==> config.mk <==
export PLATFORM = sky130hd
export DESIGN_NAME = adc_scan_sequencer_flat
export DESIGN_NICKNAME = d
export VERILOG_FILES = /design/src/rtl/adc_scan_sequencer_if.sv /design/src/rtl/adc_scan_sequencer.sv /design/src/flat_wrapper.sv
export SDC_FILE = /design/constraint.sdc
export NUM_CORES = 1
export LEC_CHECK = 0
export ABC_AREA = 1
export BUFFER_PORTS_ARGS = -buffer_cell sky130_fd_sc_hd__buf_2
export CAP_MARGIN = 5
export CORE_MARGIN = 3
export CORE_UTILIZATION = 27
export DETAILED_ROUTE_END_ITERATION = 8
export GPL_TIMING_DRIVEN = 0
export SETUP_SLACK_MARGIN = 0.5
export SYNTH_ARGS = -nofsm -noshare
export SYNTH_HDL_FRONTEND = slang
export SYNTH_SLANG_ARGS = --single-unit
==> constraint.sdc <==
create_clock -name clk -period 2.91 [get_ports clk]
set_clock_uncertainty 0.15 [all_clocks]
set_input_delay 0.4365 -clock clk [delete_from_list [all_inputs] [get_ports clk]]
set_output_delay 0.4365 -clock clk [all_outputs]
set_load 0.02 [all_outputs]
==> src/rtl/adc_scan_sequencer_if.sv <==
// Conversion handshake between the scan sequencer (master) and the I2C ADC front-end (slave).
interface adc_scan_sequencer_if;
    logic [1:0]  adc_channel;
    logic        adc_enable;
    logic [15:0] adc_data;
    logic        adc_ready;

    modport master (output adc_channel, adc_enable, input adc_data, adc_ready);
    modport slave  (input adc_channel, adc_enable, output adc_data, adc_ready);
endinterface

==> src/rtl/adc_scan_sequencer.sv <==
// Masked round-robin ADC scan with per-conversion watchdog and negative-code clamping.
// Optional oversampling/averaging per channel: define ADC_SCAN_OVERSAMPLE_EN.
module adc_scan_sequencer #(
    parameter int unsigned TIMEOUT_CYCLES = 2_000_000,
    parameter int unsigned OVS_LOG2       = 2
) (
    input  logic                 clk,
    input  logic                 arst,
    input  logic                 scan_en,
    input  logic [3:0]           ch_mask,
    adc_scan_sequencer_if.master adc,
    output logic [14:0]          voltage_ch0,
    output logic [14:0]          voltage_ch1,
    output logic [14:0]          voltage_ch2,
    output logic [14:0]          voltage_ch3,
    output logic [3:0]           valid,
    output logic                 sample_stb,
    output logic [1:0]           sample_ch,
    output logic                 timeout_err
);
    typedef enum logic [1:0] {S_IDLE, S_TRIGGER, S_WAIT_START, S_WAIT_DONE} state_t;

    localparam int unsigned WD_W = $clog2(TIMEOUT_CYCLES + 1);

    state_t           r_state, w_state_nxt;
    logic [1:0]       r_cur, r_channel, r_sample_ch, w_next_ch, w_sel_ch;
    logic [WD_W-1:0]  r_wdog;
    logic             r_enable, r_stb, r_tmo;
    logic [14:0]      r_volt [4];
    logic [3:0]       r_valid;
    logic             w_run, w_launch, w_done, w_abort, w_wdog_hit, w_store;
    logic [14:0]      w_sample, w_store_val;

    assign w_run      = scan_en && (ch_mask != '0);
    assign w_sample   = adc.adc_data[15] ? '0 : adc.adc_data[14:0];
    assign w_wdog_hit = (r_wdog == WD_W'(TIMEOUT_CYCLES - 1));

    // Descending search so the nearest enabled channel after r_cur wins; i=4 wraps back to r_cur.
    always_comb begin
        w_next_ch = r_cur;
        for (int unsigned i = 4; i >= 1; i--) begin
            if (ch_mask[r_cur + 2'(i)]) w_next_ch = r_cur + 2'(i);
        end
    end

    always_ff @(posedge clk or posedge arst) begin
        if (arst) r_state <= S_IDLE;
        else      r_state <= w_state_nxt;
    end

    always_comb begin
        w_state_nxt = r_state;
        w_launch    = 1'b0;
        w_done      = 1'b0;
        w_abort     = 1'b0;
        case (r_state)
            S_IDLE:    if (w_run) w_state_nxt = S_TRIGGER;
            S_TRIGGER: begin
                w_launch    = w_run;
                w_state_nxt = w_run ? S_WAIT_START : S_IDLE;
            end
            S_WAIT_START: begin
                if (w_wdog_hit) begin
                    w_abort     = 1'b1;
                    w_state_nxt = S_TRIGGER;
                end else if (!adc.adc_ready) begin
                    w_state_nxt = S_WAIT_DONE;
                end
            end
            S_WAIT_DONE: begin
                if (adc.adc_ready) begin
                    w_done      = 1'b1;
                    w_state_nxt = S_TRIGGER;
                end else if (w_wdog_hit) begin
                    w_abort     = 1'b1;
                    w_state_nxt = S_TRIGGER;
                end
            end
            default: w_state_nxt = S_IDLE;
        endcase
    end

`ifdef ADC_SCAN_OVERSAMPLE_EN
    localparam int unsigned ACC_W = 15 + OVS_LOG2;
    localparam int unsigned OC_W  = OVS_LOG2 + 1;

    logic [ACC_W-1:0] r_acc, w_acc_sum;
    logic [OC_W-1:0]  r_ovs_cnt;
    logic             w_ovs_last;

    assign w_acc_sum   = r_acc + ACC_W'(w_sample);
    assign w_ovs_last  = (r_ovs_cnt == OC_W'((1 << OVS_LOG2) - 1));
    assign w_sel_ch    = (r_ovs_cnt != '0) ? r_cur : w_next_ch;
    assign w_store     = w_done && w_ovs_last;
    assign w_store_val = 15'(w_acc_sum >> OVS_LOG2);

    // Partial accumulations are dropped on abort and when the scan stops.
    always_ff @(posedge clk or posedge arst) begin
        if (arst) begin
            r_acc     <= '0;
            r_ovs_cnt <= '0;
        end else if (w_abort || (r_state == S_TRIGGER && !w_run)) begin
            r_acc     <= '0;
            r_ovs_cnt <= '0;
        end else if (w_done) begin
            r_acc     <= w_ovs_last ? '0 : w_acc_sum;
            r_ovs_cnt <= w_ovs_last ? '0 : r_ovs_cnt + OC_W'(1);
        end
    end
`else
    assign w_sel_ch    = w_next_ch;
    assign w_store     = w_done;
    assign w_store_val = w_sample;
`endif

    always_ff @(posedge clk or posedge arst) begin
        if (arst) begin
            r_cur       <= 2'd3;
            r_channel   <= '0;
            r_enable    <= 1'b0;
            r_wdog      <= '0;
            r_volt      <= '{default: '0};
            r_valid     <= '0;
            r_stb       <= 1'b0;
            r_sample_ch <= '0;
            r_tmo       <= 1'b0;
        end else begin
            r_stb <= 1'b0;
            if (w_launch) begin
                r_cur     <= w_sel_ch;
                r_channel <= w_sel_ch;
                r_enable  <= 1'b1;
                r_wdog    <= WD_W'(1);
            end else if (r_state == S_WAIT_START || r_state == S_WAIT_DONE) begin
                r_wdog <= r_wdog + WD_W'(1);
            end
            if (w_abort) begin
                r_enable <= 1'b0;
                r_tmo    <= 1'b1;
            end
            if (w_done) r_enable <= 1'b0;
            if (w_store) begin
                r_volt[r_cur]  <= w_store_val;
                r_valid[r_cur] <= 1'b1;
                r_sample_ch    <= r_cur;
                r_stb          <= 1'b1;
            end
        end
    end

    assign adc.adc_channel = r_channel;
    assign adc.adc_enable  = r_enable;
    assign voltage_ch0     = r_volt[0];
    assign voltage_ch1     = r_volt[1];
    assign voltage_ch2     = r_volt[2];
    assign voltage_ch3     = r_volt[3];
    assign valid           = r_valid;
    assign sample_stb      = r_stb;
    assign sample_ch       = r_sample_ch;
    assign timeout_err     = r_tmo;
endmodule
==> src/flat_wrapper.sv <==
// flat-port wrapper written by rule: the top's interface ports become plain ports
module adc_scan_sequencer_flat 
#(
    parameter int unsigned TIMEOUT_CYCLES = 2_000_000,
    parameter int unsigned OVS_LOG2       = 2
)
  (clk, arst, scan_en, ch_mask, voltage_ch0, voltage_ch1, voltage_ch2, voltage_ch3, valid, sample_stb, sample_ch, timeout_err, adc_adc_channel, adc_adc_enable, adc_adc_data, adc_adc_ready);
  adc_scan_sequencer_if adc_i ();
  input  logic clk;
  input  logic arst;
  input  logic scan_en;
  input  logic [3:0] ch_mask;
  output logic [14:0] voltage_ch0;
  output logic [14:0] voltage_ch1;
  output logic [14:0] voltage_ch2;
  output logic [14:0] voltage_ch3;
  output logic [3:0] valid;
  output logic sample_stb;
  output logic [1:0] sample_ch;
  output logic timeout_err;
  output wire logic [$bits(adc_i.adc_channel)-1:0] adc_adc_channel;
  output wire logic [$bits(adc_i.adc_enable)-1:0] adc_adc_enable;
  input wire logic [$bits(adc_i.adc_data)-1:0] adc_adc_data;
  input wire logic [$bits(adc_i.adc_ready)-1:0] adc_adc_ready;
  assign adc_adc_channel = adc_i.adc_channel;
  assign adc_adc_enable = adc_i.adc_enable;
  assign adc_i.adc_data = adc_adc_data;
  assign adc_i.adc_ready = adc_adc_ready;
  adc_scan_sequencer #(.TIMEOUT_CYCLES(TIMEOUT_CYCLES), .OVS_LOG2(OVS_LOG2)) u_core (.clk(clk), .arst(arst), .scan_en(scan_en), .ch_mask(ch_mask), .adc(adc_i), .voltage_ch0(voltage_ch0), .voltage_ch1(voltage_ch1), .voltage_ch2(voltage_ch2), .voltage_ch3(voltage_ch3), .valid(valid), .sample_stb(sample_stb), .sample_ch(sample_ch), .timeout_err(timeout_err));
endmodule
-- Word level (Yosys, flattened, before mapping)
Index checks and enable logic that the tools add are counted.
- logic and storage cells: 76
- RAM bits: 0
- register bits: 96
- memory bits (read-only): 0
- input bits: 24
- latch bits: 0
- memories: 0
- reduce and logical (&&, ||, !) cells: 9
- shift operators: 0
- magnitude comparators: 7
- bitwise logic cells: 2
- multiplexer cells: 34
- divide/modulo/power cells: 0
- eq/ne operators: 7
- add/subtract/negate cells: 4
- multipliers: 0
- operator list (cell ; count):
    bitwise mux 60 bit ; 1
    2-to-1 mux 21 bit ; 2
    demux 15 bit (select 2 bit) ; 1
    2-to-1 mux 15 bit ; 2
    adder 21 x 1 -> 21 bit, second input constant ; 1
    == test 21 bit, second input constant ; 1
    2-to-1 mux 2 bit ; 9
    2-to-1 mux 1 bit ; 13
    < comparator 2 x 3 -> 1 bit, second input constant ; 4
    one-hot mux 2 bit (4 select lines) ; 1
    binary-select mux 1 bit (select 2 bit) ; 3
    != test 3 x 2 -> 1 bit, second input constant ; 2
    adder 2 bit, second input constant ; 2
    == test 2 bit, second input constant ; 2
    bitwise OR 4 bit ; 1
    nonzero test 4 bit ; 1
    >= comparator 3 bit, second input constant ; 1
    logical AND 1 bit ; 3
    < comparator 3 x 1 -> 1 bit, second input constant ; 1
    inverter 2 -> 3 bit ; 1
    AND reduction 3 bit ; 1
    nonzero test 3 bit ; 1
    adder 2 x 1 -> 2 bit, second input constant ; 1
    demux 1 bit (select 2 bit) ; 1
    other kinds (7) ; 7

-- Depth between registers and ports, before layout
Gate-level depths: netlist (run 1).
- word-level depth: 6
- gate-level depth with buffers: 11
- depth with buffers taken out: 10

-- Least setup slack after synthesis (run 1)
No wires, ideal clock.
- path type: reg-to-reg
- start point: register u_core.r_cur[0]
- end point: register u_core.r_channel[0] (netlist: u_core.adc.adc_channel[0])
- library setup time: 0.119 ns
- buffers on the path: 1
- required time: 2.641 ns
- setup slack: 1.072 ns
- stages on the path, launching flop included: 12
- clock period less this slack: 1.838 ns
- arrival time: 1.568 ns
- cells stage by stage: dfstp_2 > buf_2 > inv_1 > ha_1 > inv_1 > nand2_1 > nand2_1 > nand2_1 > nand2_1 > nand2_1 > nand3_1 > nand2_1
- word-level cells in the longest chain between the ends: 6
- elaborated cells between the ends (all ways): 12
- those cells by class: add/sub (3); mux (9)
- ends and longest elaborated chain (item ; RTL line ; source):
    from (decl) ; adc_scan_sequencer.sv:26 ; logic [1:0] r_cur, r_channel, r_sample_ch, w_next_ch, w_sel_ch;
    from (signal assigned) ; adc_scan_sequencer.sv:130 ; r_cur <= w_sel_ch;
    adder 2 bit ; adc_scan_sequencer.sv:42 ; if (ch_mask[r_cur + 2'(i)]) w_next_ch = r_cur + 2'(i);
    binary-select mux 1 bit (select 2 bit) ; adc_scan_sequencer.sv:42 ;
    2-to-1 mux 1 bit (implied by the code) ; adc_scan_sequencer.sv:42 ;
    2-to-1 mux 2 bit (2 in a row) ; adc_scan_sequencer.sv:42 ;
    2-to-1 mux 2 bit (*) ; adc_scan_sequencer.sv:42 ;
    to (signal assigned) ; adc_scan_sequencer.sv:131 ; r_channel <= w_sel_ch;
    to (decl) ; adc_scan_sequencer.sv:26 ;
Mark *: on every way between the ends. The rest lies on a longest branch, timed or not. The select of a mux whose other input is x is not followed.
A chain may end at the register's enable or synchronous reset.

-- Worst setup path in the final report (run 1)
Ends and elaborated chain as after synthesis.

==> results.py, run 1 <==
metrics = {
    "routing": {
        "vias_per_cell": 4.30,
        "drtIter0Drc": 221,
        "postRouteAntennaNets": 0,
        "drt-pass1-iter-count": 4,
        "drc": 0,
        "vias": 3947,
        "routed_wire_length_per_instance_um": 13.0,
        "wl_um": 11900,
    },
    "synth": {
        "dominantRegCellSynth": "dfrtp_1",
        "synth_warnings": 0,
        "synthDominantCellAreaShare_pct": 50.8,
        "synth_edf_count": 0,
        "synth-seq-area-share_pct": 51.9,
        "post-synth-top-count-cell": "nand2_1",
        "synth_top_cells_by_count": "263 x nand2_1, 94 x dfrtp_1, 55 x inv_1, 47 x nor2_1, 16 x nand3_1",
        "synthDistinctLibCells": 32,
        "async_reset_ff_share_pct": 100,
        "synth_area_um2": 4630,
        "synthesis.area_per_instance_um2": 7.94,
        "ys_ff_latch": 96,
        "synthCells": 584,
        "post_synthesis_cell_type_with_the_largest_combined_area": "dfrtp_1",
        "synth.net_count": 618,
        "synthTopCellsByArea": "dfrtp_1 51%, nand2_1 21%, inv_1 4.5%",
    },
    "setup_path": {
        "worst-r2r-setup-slack_ns": 0.82,
        "cp_class": "flop to flop",
        "worst-endpoint-arrival_ns": 2.18,
        "timing.rr.end": "u_core.adc.adc_channel[0]",
        "data_required_time_of_the_worst_path_ns": 3.00,
        "max_fanout_on_critical_path": 9,
        "r2r_cells": 11,
        "crit-reg2reg-launch": "u_core.r_cur[0]",
        "setup.worst_path.start_class": "flop",
        "endpoint_kind": "flop",
    },
    "floorplan": {
        "dieWidth_um": 137,
        "core_region_area_um2": 16700,
        "start_util_pct": 27.7,
        "fp-row-count": 47,
        "floorplan.io_pins": 95,
        "fp.dieH_um": 137,
        "design.die.area_um2": 18800,
    },
    "clock_tree": {
        "cts_tree": "built",
        "cts.path.max_buffers": 2,
        "clkSlewWorstSetupHoldPaths_ns": 0.07,
        "cts_sinks": 96,
        "clk_latency_ns": 0.35,
        "h-tree-depth": 3,
        "postCtsSetupBuffers": 0,
        "clock-root-buffer": "clkbuf_16",
        "cts_inserted_buffers": 9,
    },
    "timing": {
        "tightestPinTransition_ns": 0.514,
        "fmax_mhz": 479,
        "finalMaxSlewViolations": 0,
        "timing.final.setup_violations": 0,
        "hold_viol_final": 0,
        "slew_headroom_pct": 65.7,
        "min_period_over_period_pct": 71.8,
        "setup-tns-final_ns": 0,
        "post-route-min-period_ns": 2.09,
        "rsz0062_at_grt": "false",
    },
    "placement": {
        "numPortBuffers": 94,
        "dp_cells": 900,
        "place.detailed.hpwl_um": 8770,
        "placed_area_um2": 5420,
        "gp_congestion": 0.818,
    },
    "outcome": {
        "result_of_the_run": "finished, final reports clean",
    },
    "power": {
        "ir_drop_mv": 0.375,
        "power.share.sequential_pct": 39.3,
        "p_sw_mw": 2.02,
        "total_leakage_power_nw": 3.32,
        "cell_internal_power_mw": 3.04,
        "power.share.combinational_pct": 36.0,
        "power_density_nw_per_um2": 880,
        "power.switching_fraction_pct": 39.9,
        "clockPowerShare_pct": 24.7,
    },
    "worst_hold_path": {
        "holdCritStartpoint": "adc_adc_data[2]",
        "holdCritPathClass": "primary input to flop",
        "hold-path-cell-count": 5,
        "holdPathEnd": "u_core.voltage_ch3[2]",
    },
    "final_layout": {
        "synthToLayoutAreaGrowth_pct": 23.9,
        "final-instance-count-excl-fill": 917,
        "fraction_of_layout_instances_using_a_drive_strength_above_1_pct": 23.8,
        "fillers": 1772,
        "final_area_um2": 5740,
        "finish.net_count": 726,
        "antenna_cells": 0,
    },
    "global_routing": {
        "pin_count_of_the_biggest_net_entering_global_routing": 42,
        "grt.overflow.total": 0,
        "wire_length_of_the_first_global_routing_pass_um": 19300,
        "number_of_global_route_vias_before_repair": 3808,
        "groute.usage.overall_pct": 13.1,
        "grt_antenna_before_repair": 0,
    },
    "flow_run": {
        "drv.max_cap_violation_count": 0,
    },
}
[power by group through the flow]
stage | Combinational [mW] | Clock [mW] | Sequential (mW)
2_1_floorplan | 0.760 | 0 | 2.43
3_3_place_gp | 1.80 | 0 | 2.01
3_5_place_dp | 1.84 | 0 | 2.01
4_1_cts | 1.85 | 1.29 | 1.99
5_1_grt | 2.04 | 1.34 | 2.03
6_report | 1.82 | 1.25 | 1.99
[worst max path at each step]
stage,startpoint,to,slack [ns]
global placement,arst,u_core.voltage_ch0[11],0.44
detailed placement,u_core.r_cur[0],u_core.adc.adc_channel[0],0.82
global route,u_core.r_cur[0],u_core.adc.adc_channel[0],0.61
finish,u_core.r_cur[0],u_core.adc.adc_channel[0],0.82
CTS,u_core.r_cur[0],u_core.adc.adc_channel[0],0.80
floorplan,u_core.r_cur[0],u_core.adc.adc_channel[0],1.07
[layout by cell type (no fill, tap or decap), types with 4 or more instances in the layout]
master	count
nand4_1	8
nand3_2	4
nor2_1	47
nand3_1	16
nor2_4	4
nand2_4	5
buf_6	4
buf_2	101
o21ai_0	12
o21ai_1	4
nor3_1	4
a21oi_1	13
inv_2	5
nor2_2	5
nand2_2	4
clkbuf_16	9
dfrtp_1	94
nand2_1	263
inv_1	54
or2_2	5
ha_1	10
[metrics by stage]
stage,power [mW],hold WS (ns),worst slack (ns),util (%)
after floorplan,3.19,0.329,1.07,-
after global placement,3.81,0.301,0.438,32.2
after detailed placement,3.85,0.300,0.817,32.5
after CTS,5.13,0.259,0.800,34.4
after global routing,5.42,0.283,0.608,34.4
final,5.06,0.277,0.821,34.4
[routing by layer]
metal  track usage, %  wire, µm  vias to the layer above
met5                0         0                        -
met4             2.99        98                        0
met3             3.57       733                        9
met2             20.6      5510                       97
met1             18.2      5550                     1831
li1                 -         -                     2010
[final cells by class]
class                   count  area (µm²)  area share (%)
repair buffers             97         520            9.06
plain buffers              13        91.3            1.59
clock buffers               9         225            3.92
flip-flops and latches     96        2400            41.9
multi-input cells         413        1900            33.1
well taps                 220         275            4.79
inverters                  62         241            4.20
clock inverters             7        85.1            1.48
[cells by family after synthesis]
kind of cell	Yosys count	synth area share, %
adders and majority gates	10	2.70
and+or+nand+nor	369	34.3
DFF	96	51.9
AOI/OAI and AO/OA	34	4.02
buffers and inverters	75	7.10
[registers in the layout (all words and copies together), names as in the netlist, 2 cells and up]
| register | flops |
|---|---|
| u_core.r_state | 2 |
| u_core.voltage_ch0 | 15 |
| u_core.voltage_ch1 | 15 |
| u_core.valid | 4 |
| u_core.voltage_ch2 | 15 |
| u_core.r_cur | 2 |
| u_core.r_wdog | 21 |
| u_core.voltage_ch3 | 15 |
| u_core.adc.adc_channel | 2 |
| u_core.sample_ch | 2 |
[critical path, cell delays in order, from the launching register on]
cell and delay (ns):
dfstp_2 0.54, buf_2 0.19, inv_1 0.14, ha_1 0.36, inv_1 0.10, nand2_1 0.08, nand2_1 0.07, nand2_1 0.07
nand2_1 0.06, nand2_1 0.04, nand3_1 0.12, nand2_1 0.06
[timing repair]
| action | 4_1_cts | 5_1_grt |
|---|---|---|
| hold endpoints to repair | 18 | 0 |
| hold buffers | 1 | 0 |
| resized for setup | 0 | 0 |
(Power assumes the default switching activity.)
==> run 2: changes to the inputs <==
--- a/config.mk
+++ b/config.mk
@@ -5,7 +5,7 @@
 export SDC_FILE = /design/constraint.sdc
 export NUM_CORES = 1
 export LEC_CHECK = 0
-export ABC_AREA = 1
+export ABC_AREA = 0
 export BUFFER_PORTS_ARGS = -buffer_cell sky130_fd_sc_hd__buf_2
 export CAP_MARGIN = 5
 export CORE_MARGIN = 3
==> constraint.sdc (replaced) <==
create_clock -name clk -period 1.9 [get_ports clk]
set_clock_uncertainty 0.15 [all_clocks]
set_input_delay 0.285 -clock clk [delete_from_list [all_inputs] [get_ports clk]]
set_output_delay 0.285 -clock clk [all_outputs]
set_load 0.02 [all_outputs]
==> run 2 against run 1 <==
The flow now finishes with violations (hold timing, setup timing). Core utilization up 12 points. Flip-flop and latch count is the same. Highest routed layer unchanged. Sequential power up 55%. Final area up 20%. Via count down 4.7%.
==> results.py, run 2 <==
metrics = {
    "outcome": {
        "result_of_the_run": "complete, but fails checks",
        "failing_checks": "hold timing, setup timing",
    },
    "global_routing": {
        "number_of_global_route_vias_before_repair": 3889,
        "grt_antenna_before_repair": 0,
        "wire_length_of_the_first_global_routing_pass_um": 21200,
        "groute.usage.overall_pct": 16.2,
        "grt.overflow.total": 0,
        "pin_count_of_the_biggest_net_entering_global_routing": 37,
    },
    "power": {
        "power_density_nw_per_um2": 1400,
        "ir_drop_mv": 0.674,
        "total_leakage_power_nw": 3.26,
    },
    "timing": {
        "tightestPinTransition_ns": 0.628,
        "setup-tns-final_ns": -2.27,
        "min_period_over_period_pct": 110,
        "timing.final.setup_violations": 22,
        "finalMaxSlewViolations": 0,
        "post-route-min-period_ns": 2.08,
        "layout_setup_ws_ns": -0.182,
        "rsz0062_at_grt": "true",
        "fmax_mhz": 480,
        "hold_viol_final": 24,
        "slew_headroom_pct": 58.1,
        "fin_hold_ws_ns": -0.139,
    },
    "synth": {
        "yosys.area_share.xor_xnor_pct": 4.21,
        "dominantRegCellSynth": "dfrtp_1",
        "synth_warnings": 0,
        "synth_top_cells_by_count": "94 x dfrtp_1, 81 x nand2_1, 66 x o21ai_0, 23 x nor2_1, 22 x nand2b_1",
        "synthDistinctLibCells": 42,
        "synthTopCellsByArea": "dfrtp_1 56%, o21ai_0 7.9%, nand2_1 7.3%",
        "post-synth-top-count-cell": "dfrtp_1",
        "synth.net_count": 446,
        "synth.mux.area_fraction_pct": 1.80,
        "synthSimpleGateAreaFrac_pct": 19.4,
        "synthesis.area_per_instance_um2": 10.1,
        "main_combinational_cell_family_by_area_after_synthesis": "simple AND/OR/NAND/NOR gates",
        "synth_compound_gate_area_share_pct": 10.8,
        "synthDominantCellAreaShare_pct": 56.5,
        "ys_ff_latch": 96,
        "synth_edf_count": 0,
        "synthCells": 412,
        "synth_area_um2": 4160,
        "async_reset_ff_share_pct": 100,
        "synth_fa_ha_area_share_pct": 3.00,
        "post_synthesis_cell_type_with_the_largest_combined_area": "dfrtp_1",
        "synth-seq-area-share_pct": 57.8,
    },
    "routing": {
        "postRouteAntennaNets": 0,
        "vias_per_cell": 4.89,
        "vias": 3763,
        "wl_um": 13600,
        "drc": 0,
        "routed_wire_length_per_instance_um": 17.7,
        "drt-pass1-iter-count": 4,
        "drtIter0Drc": 155,
    },
    "setup_path": {
        "data_required_time_of_the_worst_path_ns": 1.98,
        "cp_class": "flop to flop",
        "cp_slowest_stage_delay_ns": 0.54,
        "critPathSlowestCell": "dfstp_2",
        "path_cells": "buf_6, mux4_2, or2_4, a31oi_4, xnor2_2, o21ai_1",
        "max_fanout_on_critical_path": 3,
        "endpoint_kind": "flop",
        "worst-endpoint-arrival_ns": 2.16,
        "setup.worst_path.start_class": "flop",
    },
    "clock_tree": {
        "cts_inserted_buffers": 9,
        "cts_sinks": 96,
        "cts.path.max_buffers": 2,
        "clkSlewWorstSetupHoldPaths_ns": 0.07,
        "cts_tree": "built",
        "h-tree-depth": 3,
        "clock-root-buffer": "clkbuf_16",
        "clk_latency_ns": 0.35,
    },
    "final_layout": {
        "fraction_of_layout_instances_using_a_drive_strength_above_1_pct": 53.2,
        "final_cell_mix": "92 x dfrtp_1, 90 x buf_2, 49 x o21ai_1",
        "finish.net_count": 615,
        "antenna_cells": 0,
        "final_common_cell": "dfrtp_1",
        "synthToLayoutAreaGrowth_pct": 65.8,
        "max_reg_flops": 21,
        "final-instance-count-excl-fill": 770,
        "final_area_um2": 6900,
        "largest_reg_by_ff_count": "u_core.r_wdog",
    },
    "flow_run": {
        "drv.max_cap_violation_count": 0,
    },
    "floorplan": {
        "design.die.area_um2": 16900,
        "start_util_pct": 28.1,
        "core_region_area_um2": 14800,
        "dieWidth_um": 130,
        "fp.dieH_um": 130,
        "floorplan.io_pins": 95,
        "fp-row-count": 44,
    },
    "placement": {
        "place.detailed.hpwl_um": 8230,
        "gp_congestion": 0.815,
        "placed_area_um2": 5290,
        "dp_cells": 692,
        "numPortBuffers": 94,
        "dpl_worst_slack_ns": -0.232,
    },
    "worst_hold_path": {
        "holdCritPathClass": "primary input to async pin",
    },
}
run 2: cell count changes after synthesis, sizes merged, moves of 7 or more:
cell	change
nand2b	+22
inv	-55
nand2	-191
clkbuf	+18
xor2	+19
nor2	-34
buf	-8
nand3	-12
o21ai	+51
a21oi	-7
run 2: power breakdown:
part / switching (mW) / internal, mW
Combinational: 2.42 / 2.24
Clock: 0.874 / 1.05
Sequential: 0.431 / 2.65
Total: 3.73 / 5.94
run 2: layer usage:
layer  vias to the layer above  track usage [%]  wire length [µm]
met4                         0             4.77               272
met5                         -                0                 0
met1                      1883             19.1              5600
met2                       124             28.8              6950
met3                        18             4.50               789
li1                       1738                -                 -
run 2: worst paths after layout:
path	startpoint	endpoint	slack, ns	depth (start not counted)
max	u_core.r_cur[0]	u_core.adc.adc_channel[0]	-0.18	6
min	arst	u_core.voltage_ch1[8]	-0.14	2
max reg2reg	u_core.r_cur[0]	u_core.adc.adc_channel[0]	-0.18	6
min reg2reg	u_core.valid[0]	u_core.valid[0]	0.31	1
max in group asynchronous	arst	u_core.r_cur[1]	1.08	3
min in group clk	adc_adc_data[11]	u_core.voltage_ch1[11]	0.13	3
run 2: logic make-up (layout without fill, tap and decap cells):
group           count (synthesis)  count (layout)
simple gates                  167             167
flops                          96              96
compound gates                 83              83
buf+inv                        30             204
xor+xnor                       20              20
fa+ha+maj                      10              10
mux                             6               6
run 2: critical path: cells and delay by family (launching register included):
kind,cells,cell delay [ns]
buffers and inverters,1,0.10
XOR/XNOR,1,0.15
AO/OA/AOI/OAI,2,0.27
AND/OR/NAND/NOR,1,0.26
flip-flops,1,0.54
multiplexers,1,0.50
run 2: area by class of cell:
class                   count  area (µm²)
plain buffers              23         465
clock buffers               9         225
clock inverters             7        83.8
fillers                  1335        7910
inverters                   7        33.8
multi-input cells         286        2230
flip-flops and latches     96        2410
well taps                 184         230
repair buffers            158        1230
run 2: stage by stage:
step           total power, mW  util, %
4_1_cts                   9.37     45.1
6_report                  9.67     46.6
2_1_floorplan             5.17        -
3_3_place_gp              6.09     35.5
5_1_grt                   10.2     46.6
3_5_place_dp              6.19     35.7
run 2: timing repair:
action,in CTS,in global routing
pin swaps,79,14
endpoints found under the hold margin,24,24
setup endpoints to repair,95,107
setup buffers,34,14
cloned,14,0
gates resized for setup,140,24
